<file path="src/rtl/alu_seq_if.sv">
// alu_seq_if: operand/opcode request and registered result response between control and alu_seq.
interface alu_seq_if #(
   parameter int XLEN = 32
);
   logic [XLEN-1:0] a;
   logic [XLEN-1:0] b;
   logic [3:0]      alucontrol;
   logic            valid_in;
   logic            ready_out;
   logic [XLEN-1:0] result;
   logic            zero;
   logic            valid_out;
   modport master (output a, b, alucontrol, valid_in, input ready_out, result, zero, valid_out);
   modport slave  (input a, b, alucontrol, valid_in, output ready_out, result, zero, valid_out);
endinterface

</file>
<file path="src/rtl/alu_seq.sv">
// alu_seq: registered, handshaked ALU with single-cycle ops and XLEN-cycle mul/div.
// ALU_SEQ_MULDIV_EN builds MUL/MULHU/DIVU/REMU; without it those opcodes act as reserved.
module alu_seq #(
   parameter int XLEN = 32
) (
   input logic      clk,
   input logic      reset_n,
   alu_seq_if.slave bus
);
   localparam int SHW = $clog2(XLEN);
   logic [SHW-1:0]  w_shamt;
   logic [XLEN-1:0] w_alu;
   logic            w_accept;
   logic [XLEN-1:0] r_result;
   logic            r_valid;
   assign w_shamt    = bus.b[SHW-1:0];
   assign w_accept   = bus.valid_in & bus.ready_out;
   assign bus.result    = r_result;
   assign bus.zero      = ~|r_result;
   assign bus.valid_out = r_valid;
   always_comb begin
      case (bus.alucontrol)
         4'b0000: w_alu = bus.a + bus.b;
         4'b0001: w_alu = bus.a - bus.b;
         4'b0010: w_alu = bus.a & bus.b;
         4'b0011: w_alu = bus.a | bus.b;
         4'b0100: w_alu = bus.a ^ bus.b;
         4'b0101: w_alu = {{(XLEN-1){1'b0}}, $signed(bus.a) < $signed(bus.b)};
         4'b0110: w_alu = {{(XLEN-1){1'b0}}, bus.a < bus.b};
         4'b0111: w_alu = bus.a << w_shamt;
         4'b1000: w_alu = bus.a >> w_shamt;
         4'b1001: w_alu = $signed(bus.a) >>> w_shamt;
         default: w_alu = '0;
      endcase
   end
`ifdef ALU_SEQ_MULDIV_EN
   localparam logic [0:0] S_IDLE = 1'b0;
   localparam logic [0:0] S_BUSY = 1'b1;
   logic [0:0]        r_state;
   logic [SHW-1:0]    r_cnt;
   logic [1:0]        r_op;
   logic [XLEN-1:0]   r_opnd;
   logic [2*XLEN-1:0] r_acc;
   logic              w_multi;
   logic [XLEN:0]     w_sum;
   logic [XLEN:0]     w_trial;
   logic [2*XLEN-1:0] w_nxt;
   assign bus.ready_out = (r_state == S_IDLE);
   assign w_multi = (bus.alucontrol[3:1] == 3'b101) | (bus.alucontrol[3:1] == 3'b110);
   // r_acc is {product high, multiplier} for mul and {remainder, quotient} for div
   assign w_sum   = {1'b0, r_acc[2*XLEN-1:XLEN]} + (r_acc[0] ? {1'b0, r_opnd} : '0);
   assign w_trial = {r_acc[2*XLEN-1:XLEN], r_acc[XLEN-1]} - {1'b0, r_opnd};
   assign w_nxt   = r_op[1] ? {w_sum, r_acc[XLEN-1:1]} :
                    w_trial[XLEN] ? {r_acc[2*XLEN-2:0], 1'b0} :
                    {w_trial[XLEN-1:0], r_acc[XLEN-2:0], 1'b1};
   always_ff @(posedge clk or negedge reset_n) begin
      if (!reset_n) begin
         r_state  <= S_IDLE;
         r_cnt    <= '0;
         r_op     <= '0;
         r_opnd   <= '0;
         r_acc    <= '0;
         r_result <= '0;
         r_valid  <= 1'b0;
      end else if (r_state == S_IDLE) begin
         r_valid <= w_accept & ~w_multi;
         if (w_accept & w_multi) begin
            r_state <= S_BUSY;
            r_cnt   <= SHW'(XLEN-1);
            r_op    <= bus.alucontrol[1:0];
            r_opnd  <= bus.alucontrol[1] ? bus.a : bus.b;
            r_acc   <= {{XLEN{1'b0}}, bus.alucontrol[1] ? bus.b : bus.a};
         end else if (w_accept) begin
            r_result <= w_alu;
         end
      end else begin
         r_acc   <= w_nxt;
         r_cnt   <= r_cnt - 1'b1;
         r_valid <= (r_cnt == '0);
         if (r_cnt == '0) begin
            r_state  <= S_IDLE;
            r_result <= r_op[0] ? w_nxt[2*XLEN-1:XLEN] : w_nxt[XLEN-1:0];
         end
      end
   end
`else
   assign bus.ready_out = 1'b1;
   always_ff @(posedge clk or negedge reset_n) begin
      if (!reset_n) begin
         r_result <= '0;
         r_valid  <= 1'b0;
      end else begin
         r_valid <= w_accept;
         if (w_accept) r_result <= w_alu;
      end
   end
`endif
endmodule

</file>
<file path="src/flat_wrapper.sv">
// flat-port wrapper written by rule: the top's interface ports become plain ports
module alu_seq_flat 
#(
   parameter int XLEN = 32
)
  (clk, reset_n, bus_a, bus_b, bus_alucontrol, bus_valid_in, bus_ready_out, bus_result, bus_zero, bus_valid_out);
  alu_seq_if #(.XLEN(XLEN)) bus_i ();
  input logic clk;
  input logic reset_n;
  input wire logic [$bits(bus_i.a)-1:0] bus_a;
  input wire logic [$bits(bus_i.b)-1:0] bus_b;
  input wire logic [$bits(bus_i.alucontrol)-1:0] bus_alucontrol;
  input wire logic [$bits(bus_i.valid_in)-1:0] bus_valid_in;
  output wire logic [$bits(bus_i.ready_out)-1:0] bus_ready_out;
  output wire logic [$bits(bus_i.result)-1:0] bus_result;
  output wire logic [$bits(bus_i.zero)-1:0] bus_zero;
  output wire logic [$bits(bus_i.valid_out)-1:0] bus_valid_out;
  assign bus_i.a = bus_a;
  assign bus_i.b = bus_b;
  assign bus_i.alucontrol = bus_alucontrol;
  assign bus_i.valid_in = bus_valid_in;
  assign bus_ready_out = bus_i.ready_out;
  assign bus_result = bus_i.result;
  assign bus_zero = bus_i.zero;
  assign bus_valid_out = bus_i.valid_out;
  alu_seq #(.XLEN(XLEN)) u_core (.clk(clk), .reset_n(reset_n), .bus(bus_i));
endmodule
</file>
<file path="config.mk">
export PLATFORM = sky130hd
export DESIGN_NAME = alu_seq_flat
export DESIGN_NICKNAME = d
export VERILOG_FILES = /design/src/rtl/alu_seq_if.sv /design/src/rtl/alu_seq.sv /design/src/flat_wrapper.sv
export SDC_FILE = /design/constraint.sdc
export NUM_CORES = 1
export LEC_CHECK = 0
export CAP_MARGIN = 20
export CORE_MARGIN = 3
export CORE_UTILIZATION = 47
export DETAILED_ROUTE_END_ITERATION = 7
export PLACE_DENSITY = 0.75
export SLEW_MARGIN = 25
export SYNTH_ARGS = -nofsm -noshare
export SYNTH_HDL_FRONTEND = slang
export SYNTH_SLANG_ARGS = --single-unit
export TNS_END_PERCENT = 100
</file>
<file path="constraint.sdc">
create_clock -name clk -period 1.2 [get_ports clk]
set_input_delay 0.12 -clock clk [delete_from_list [all_inputs] [get_ports clk]]
set_output_delay 0.12 -clock clk [all_outputs]
set_load 0.005 [all_outputs]
</file>
==> flow_summary.yaml, run 1 <==
synth:
  ys_ff_latch: 33
  synth_area_leader_cell: "ha_1"
  ys.flop_type: "dfrtp_1"
  seq_area_frac_synth_pct: 8.523
  async_flop_share_pct: 100.0
  synth_edf_count: 0
  synth_area_leaders: "ha_1 (13%), dfrtp_1 (8.5%), a21oi_1 (7.9%), nor2_1 (7.6%), mux2i_1 (7.5%)"
  yosysWarningCount: 0
  synth_nets: 1586
  netlist.area_leader.share_pct: 12.53
  syn_area_um2: 9689
  synth_cells: 1416
  synthDistinctLibCells: 92
  syn_area_per_cell_um2: 6.843
die:
  chipWidth_um: 149.6
  die-height_um: 149.6
  start_util_pct: 48.82
  io-pin-count: 106
  row_count: 51
placement:
  port_buffers: 104
  hpwlAfterDp_mm: 40.90
  place_area_um2: 14840
  gp_congestion: 1.093
clock_network:
  htreeDepth: 2
  clockRootBuffer: "clkbuf_16"
  cts_made_buffers: 5
  clkSinkCount: 33
  clk_path_buf_depth: 2
sta:
  postGrtWorstEndpoint: "u_core.bus.result[31]$_DFFE_PN0P_/D"
  endpoint_type: "register data pin"
grt:
  grt-ovfl-total: 398
  grt_use_total_pct: 86.44
  grt_max_degree: 57
run_status:
  stop_error: "[ERROR GRT-0232] Routing congestion too high. Check the congestion heatmap in the GUI."
  status: "stopped before the end"
  stop_stage: "global routing (5_1_grt)"
==> per-layer routing <==
layer	GRT usage (%)	overflow
met3	76.20	10
met1	82.16	7
met2	99.82	221
met4	92.86	157
met5	49.55	3
==> repair_timing <==
action,in CTS
buffers inserted,90
cloned,5
gates resized for setup,638
hold buffers,0
setup endpoints to repair,66
pin swaps,164
==> kinds of logic after synthesis <==
group	count (synthesis)	synth area share [%]
compound gates	518	35.90
xor+xnor	26	2.350
fa+ha+maj	99	12.94
buf+inv	205	9.220
flops	33	8.523
mux	91	10.60
other cells	1	0.03870
simple gates	443	20.43
==> Yosys cell counts (all sizes together), types with 27 or more instances <==
| cell | count |
|---|---|
| nor3 | 27 |
| clkbuf | 65 |
| inv | 91 |
| a211oi | 38 |
| a21oi | 155 |
| buf | 47 |
| nand2 | 116 |
| nor2 | 199 |
| mux2i | 73 |
| o21ai | 112 |
| dfrtp | 33 |
| ha | 97 |
==> through the flow <==
stage | utilization (%) | TNS [ns] | worst slack [ns] | cells | hold WS, ns
floorplan | - | -36.10 | -1.541 | 1416 | -0.1756
global placement | 74.77 | -59.61 | -2.247 | 2217 | 0.5081
detailed placement | 74.77 | -61.35 | -2.299 | 2217 | 0.5036
CTS | 87.74 | -33.47 | -1.270 | 2307 | 0.2177
==> run 2, diff against run 1 <==
CORE_UTILIZATION = 32   (was 47)
PLACE_DENSITY = not set   (was 0.75)
PLACE_DENSITY_LB_ADDON = 0.15   (was not set)
clock period = 1.6 ns   (was 1.2 ns; I/O delays follow)
==> flow_summary.yaml, run 2 <==
run_status:
  status: "finished, violations left"
  failed_checks: "setup timing"
cells_and_area:
  largest_reg_flops: 32
  final_cell_mix: "buf_4 (565), nor2_1 (174), nand2_1 (106), a21oi_1 (91), buf_6 (85)"
  drive_above_1_share_pct: 56.42
  instances_no_fill: 2469
  diodes: 0
  area_delta_synth_final_pct: 97.07
  final_common_cell: "buf_4"
  fin_nets: 2248
  fin_util_pct: 64.25
synth:
  synth_common_cells: "nor2_1 (197), a21oi_1 (153), nand2_1 (116)"
  synth_top_family_by_area: "compound AO/OA/AOI/OAI gates"
  synth_area_leader_cell: "ha_1"
  syn_area_per_cell_um2: 6.843
  synth_nets: 1586
  yosysWarningCount: 0
  seq_area_frac_synth_pct: 8.523
  ys_ff_latch: 33
  yosys.area_share.simple_pct: 20.43
  yosysMostFrequentCell: "nor2_1"
  syn_area_um2: 9689
  ys.flop_type: "dfrtp_1"
  synthDistinctLibCells: 92
  synth_cells: 1416
  synth-xor-area-share_pct: 2.350
  async_flop_share_pct: 100.0
  synth_area_leaders: "ha_1 (13%), dfrtp_1 (8.5%), a21oi_1 (7.9%), nor2_1 (7.6%), mux2i_1 (7.5%)"
  synth-compound-area-share_pct: 35.90
  synth_adder_area_share_pct: 12.94
  netlist.area_leader.share_pct: 12.53
  synthMuxAreaShare_pct: 10.60
  synth_edf_count: 0
die:
  die-height_um: 180.0
  core-area_um2: 29720
  chipWidth_um: 180.0
  fp.dieArea_um2: 32400
  row_count: 63
  start_util_pct: 32.60
  io-pin-count: 106
grt:
  grt_max_degree: 79
  grt_use_total_pct: 32.32
  grt_antenna_before_repair: 1
  grt_pass1_wl_mm: 83.07
  grt-ovfl-total: 0
  grt_pass1_vias: 13790
clock_network:
  clk_pin_slew_ns: 0.05
  hold_buffers: 0
  clk-insertion-delay-late_ns: 0.27
  clockRootBuffer: "clkbuf_16"
  clk_path_buf_depth: 2
  cts_made_buffers: 5
  tritoncts: "done"
  htreeDepth: 2
  clkSinkCount: 33
flow_run:
  drv_cap: 0
routing:
  vias: 14220
  drtIter0Drc: 1361
  ant_nets: 0
  drt_wl_total_mm: 56.49
  drc_errors: 0
  drt_first_pass_iters: 5
  wl_per_cell_um: 22.88
  vias_per_cell: 5.758
setup_path:
  slowest_delay_ns: 0.45
  end_kind: "register"
  critPathTopFamily: "compound AO/OA/AOI/OAI gates"
  cp-start-kind: "input pin"
  critPathLaunch: "bus_a[0]"
  crit_path_cell_trace: "buf_12 -> clkinv_8 -> ha_4 -> inv_2 -> fa_2 -> nor2b_4 -> o211ai_4 -> a211oi_4 -> o21a_2 -> o21ai_2 -> a41oi_2 -> or4_4 -> o311ai_2 -> nor4_2 -> a211oi_2"
  critPathBufInv: 3
  worst-endpoint-required_ns: 1.79
  crit_slowest_cell: "or4_4"
  r2r-start: "u_core.bus.result[28]"
  worstPathArrival_ns: 2.74
  critical_path_class: "in -> reg"
  critical_path_peak_fanout: 3
sta:
  tightestPinTransition_ns: 0.7428
  slew_headroom_pct: 50.30
  fin_ws_ns: -0.9439
  setup_viol: 32
  grt_setup_unrepaired: "yes"
  timing.final.crit_share_pct: 159.0
  period_needed_ns: 2.544
  timing.hold.ws_ns: 0.2829
  fmax_mhz: 393.1
  clock_skew_ns: 0
  maxSlewViolCount: 0
  final.setup.tns_ns: -24.03
  finalHoldViolations: 0
placement:
  gp_congestion: 1.010
  hpwlAfterDp_mm: 42.77
  dpl.cell_count: 2334
  port_buffers: 104
power_and_ir_drop:
  power.internal_mw: 4.942
  pwr-share-comb_pct: 78.5
  clkPwrFrac_pct: 10.2
  p_switching_mw: 3.916
  power.leakage_nw: 8.296
  vdd_drop_max_mv: 0.3538
  pwr-share-seq_pct: 11.2
  p_sw_share_pct: 44.21
  power_density_nw_per_um2: 463.9
min_path:
  hp-class: "in -> async"
## run 2: cell counts after synthesis
No cell type changed its count.
## run 2: layer usage
layer	track usage (%)	vias to the layer above	share of wire (%)
li1	-	6531	-
met3	3.936	128	8.6
met4	8.167	0	3.2
met5	0	-	0
met1	46.40	6843	43
met2	51.58	714	45
## run 2: power by group through the flow
stage	registers (mW)	logic, mW	clock network (mW)
floorplan	1.01	2.40	0
global placement	1.00	5.12	0
detailed placement	1.00	5.12	0
CTS	0.989	6.29	0.919
global route	1.01	7.29	0.964
finish	0.994	6.96	0.907
## run 2: kinds of logic (layout without fill, tap and decap cells)
| group | Yosys count | count (layout) |
|---|---|---|
| fa+ha+maj | 99 | 99 |
| simple gates | 443 | 443 |
| mux | 91 | 91 |
| compound gates | 518 | 518 |
| xor+xnor | 26 | 26 |
| buf+inv | 205 | 868 |
| other cells | 1 | 1 |
| flops | 33 | 33 |
## run 2: repair_timing
item	CTS	global route
gates cloned	7	1
endpoints found under the setup margin	33	33
hold endpoints to repair	0	0
pin swaps	170	116
setup buffers	89	45
resized for setup	665	198
## run 2: final cells by class
cell class,instances,area [um^2]
timing repair buffer,767,6630
inverter,93,421.7
clock inverter,3,17.52
clock buffer,5,125.1
fill,2546,10620
tap,390,488.0
multi-input combinational,1178,10590
sequential,33,825.8
## run 2: through the flow
step           setup slack, ns  instance area [um^2]  power [mW]
3_5_place_dp            -1.965                 14930       6.125
3_3_place_gp            -1.838                 14930       6.121
5_1_grt                 -1.010                 19090       9.263
4_1_cts                -0.9289                 18000       8.200
6_report               -0.9439                 19090       8.858
2_1_floorplan           -1.181                  9933       3.406
## run 2: worst paths after layout
kind | cells past startpoint | to | slack, ns
min in group clk | 2 | u_core.bus.result[11] | 0.55
max | 15 | u_core.bus.result[30] | -0.94
max reg2reg | 8 | u_core.bus.result[28] | -0.22
max in group asynchronous | 2 | u_core.bus.result[7] | 1.01
min reg2reg | 2 | u_core.bus.result[11] | 0.55
min | 2 | u_core.bus.result[26] | 0.28
Note: power is estimated with default switching activity, not from simulation.
==> run 3, diff against run 2 <==
CELL_PAD_IN_SITES_DETAIL_PLACEMENT = 1   (was not set)
CELL_PAD_IN_SITES_GLOBAL_PLACEMENT = 1   (was not set)
==> flow_summary.yaml, run 3 (synthesized netlist as in run 2, its figures left out) <==
run_status:
  status: "finished, violations left"
  failed_checks: "setup timing"
setup_path:
  crit_slowest_cell: "or4_4"
  reg2reg_to: "u_core.bus.result[28]"
  worst-endpoint-required_ns: 1.82
  cp-start-kind: "input pin"
  ff2ff_setup_slack_ns: -0.23
  critPathTopFamily: "compound AO/OA/AOI/OAI gates"
  slowest_delay_ns: 0.45
  reg2reg_depth: 6
  critical_path_class: "in -> reg"
  r2r-start: "u_core.bus.result[28]"
  critPathBufInv: 5
  critical_path_peak_fanout: 6
  worstPathArrival_ns: 2.88
  end_kind: "register"
  cp_common_cell: "buf_4"
  crit_path_cell_trace: "buf_6 -> buf_4 -> ha_2 -> buf_4 -> a21oi_2 -> o31ai_2 -> buf_4 -> buf_6 -> o311ai_4 -> a211oi_4 -> or4_4 -> a31oi_4 -> xnor2_1 -> nand2_1 -> a21oi_2"
sta:
  grt_setup_unrepaired: "yes"
  slew_headroom_pct: 57.60
  setup_viol: 33
  fin_ws_ns: -1.065
  timing.final.crit_share_pct: 166.5
  period_needed_ns: 2.665
  final.setup.tns_ns: -25.19
  finalHoldViolations: 0
  tightestPinTransition_ns: 0.6280
  fmax_mhz: 375.3
  maxSlewViolCount: 0
  clock_skew_ns: 0
routing:
  ant_nets: 0
  drt_wl_total_mm: 68.04
  drt_first_pass_iters: 5
  drc_errors: 0
  drtIter0Drc: 1371
  wl_per_cell_um: 27.89
  vias: 14810
  vias_per_cell: 6.068
grt:
  grt_use_total_pct: 36.86
  grt-ovfl-total: 0
  grt_pass1_vias: 15010
  grt_pass1_wl_mm: 92.87
  grt_antenna_before_repair: 1
  grt_max_degree: 73
placement:
  gp_congestion: 0.9856
  hpwlAfterDp_mm: 48.53
  port_buffers: 104
  dpl.cell_count: 2357
  dp_slack_ns: -1.956
cells_and_area:
  fin_util_pct: 62.73
  largest_reg_flops: 32
  fin_nets: 2218
  final.fill_count: 3490
  drive_above_1_share_pct: 54.81
  area_delta_synth_final_pct: 92.41
  final_common_cell: "buf_4"
  instances_no_fill: 2440
  final_cell_mix: "buf_4 (558), nor2_1 (170), nand2_1 (107), a21oi_1 (93), buf_6 (55)"
clock_network:
  hold_buffers: 0
  cts_made_buffers: 5
  clockRootBuffer: "clkbuf_16"
  clkSinkCount: 33
  clk_path_buf_depth: 2
  clk-insertion-delay-late_ns: 0.28
  htreeDepth: 2
  tritoncts: "done"
  clk_pin_slew_ns: 0.06
power_and_ir_drop:
  power.leakage_nw: 8.095
  vdd_drop_max_mv: 0.5470
  power_density_nw_per_um2: 496.5
die:
  start_util_pct: 32.60
  die-height_um: 180.0
  row_count: 63
  fp.dieArea_um2: 32400
  io-pin-count: 106
  chipWidth_um: 180.0
  core-area_um2: 29720
min_path:
  hp-class: "in -> async"
flow_run:
  drv_cap: 0
-- run 3: cell types whose count changed in the layout (fill, tap and decap cells not counted), sizes merged --
cell / change
clkinvlp: -1
bufinv: +1
dlygate4sd2: +5
inv: +2
bufbuf: -3
diode: +1
buf: -35
clkbuf: -1
dlymetal6s2s: +2
clkinv: -4
clkdlybuf4s50: +4
-- run 3: worst max path at each step --
stage,end,slack (ns),depth (start not counted),startpoint
3_3_place_gp,u_core.bus.result[30],-1.86,15,bus_a[0]
3_5_place_dp,u_core.bus.result[0],-1.96,15,bus_a[0]
4_1_cts,u_core.bus.result[30],-0.98,15,bus_a[0]
6_report,u_core.bus.result[25],-1.06,15,bus_a[2]
5_1_grt,u_core.bus.result[22],-1.11,14,bus_b[0]
2_1_floorplan,u_core.bus.result[30],-1.18,15,bus_b[1]
-- run 3: area by class of cell --
cell class	count	area, um^2	area share [%]
Antenna cell	1	2.502	0.01342
Clock buffer	7	142.6	0.7651
Clock inverter	1	30.03	0.1611
Inverter	93	409.1	2.195
Multi-Input combinational cell	1178	10470	56.14
Sequential cell	33	825.8	4.430
Tap cell	390	488.0	2.617
Timing Repair Buffer	737	6279	33.68
-- run 3: what timing repair did --
action                                  in CTS  in global routing
endpoints found under the setup margin      33                 33
setup buffers                               52                 30
gates resized for setup                    541                236
pin swaps                                  123                140
cloned                                       2                  1
-- run 3: through the flow --
| step | hold WS (ns) | cell area (um^2) | power (mW) |
|---|---|---|---|
| after detailed placement | 0.5710 | 15080 | 6.338 |
| after global routing | 0.3244 | 18640 | 9.639 |
| after CTS | 0.2963 | 17350 | 8.385 |
| after global placement | 0.5695 | 15080 | 6.245 |
| final | 0.2823 | 18640 | 9.256 |
| after floorplan | -0.1356 | 9933 | 3.406 |
-- run 3: power breakdown --
part           internal [mW]  switching (mW)
Sequential             0.926          0.0868
Clock                  0.779           0.400
Combinational           3.34            3.72
Total                   5.04            4.21
-- run 3: layer usage --
metal / track usage, % / share of wire (%) / vias to the layer above
met4: 20.14 / 7.5 / 0
met1: 44.68 / 38 / 7339
met3: 5.410 / 6.2 / 270
met2: 62.89 / 48 / 743
li1: - / - / 6455
met5: 0 / 0 / -
-- run 3: worst register-to-register path, cell delays in order, from the launching register on --
cell,delay [ns]
dfrtp_1,0.42
nor2b_1,0.22
a21oi_1,0.16
o2111ai_1,0.16
a21oi_1,0.37
o221ai_2,0.20
o22a_1,0.20
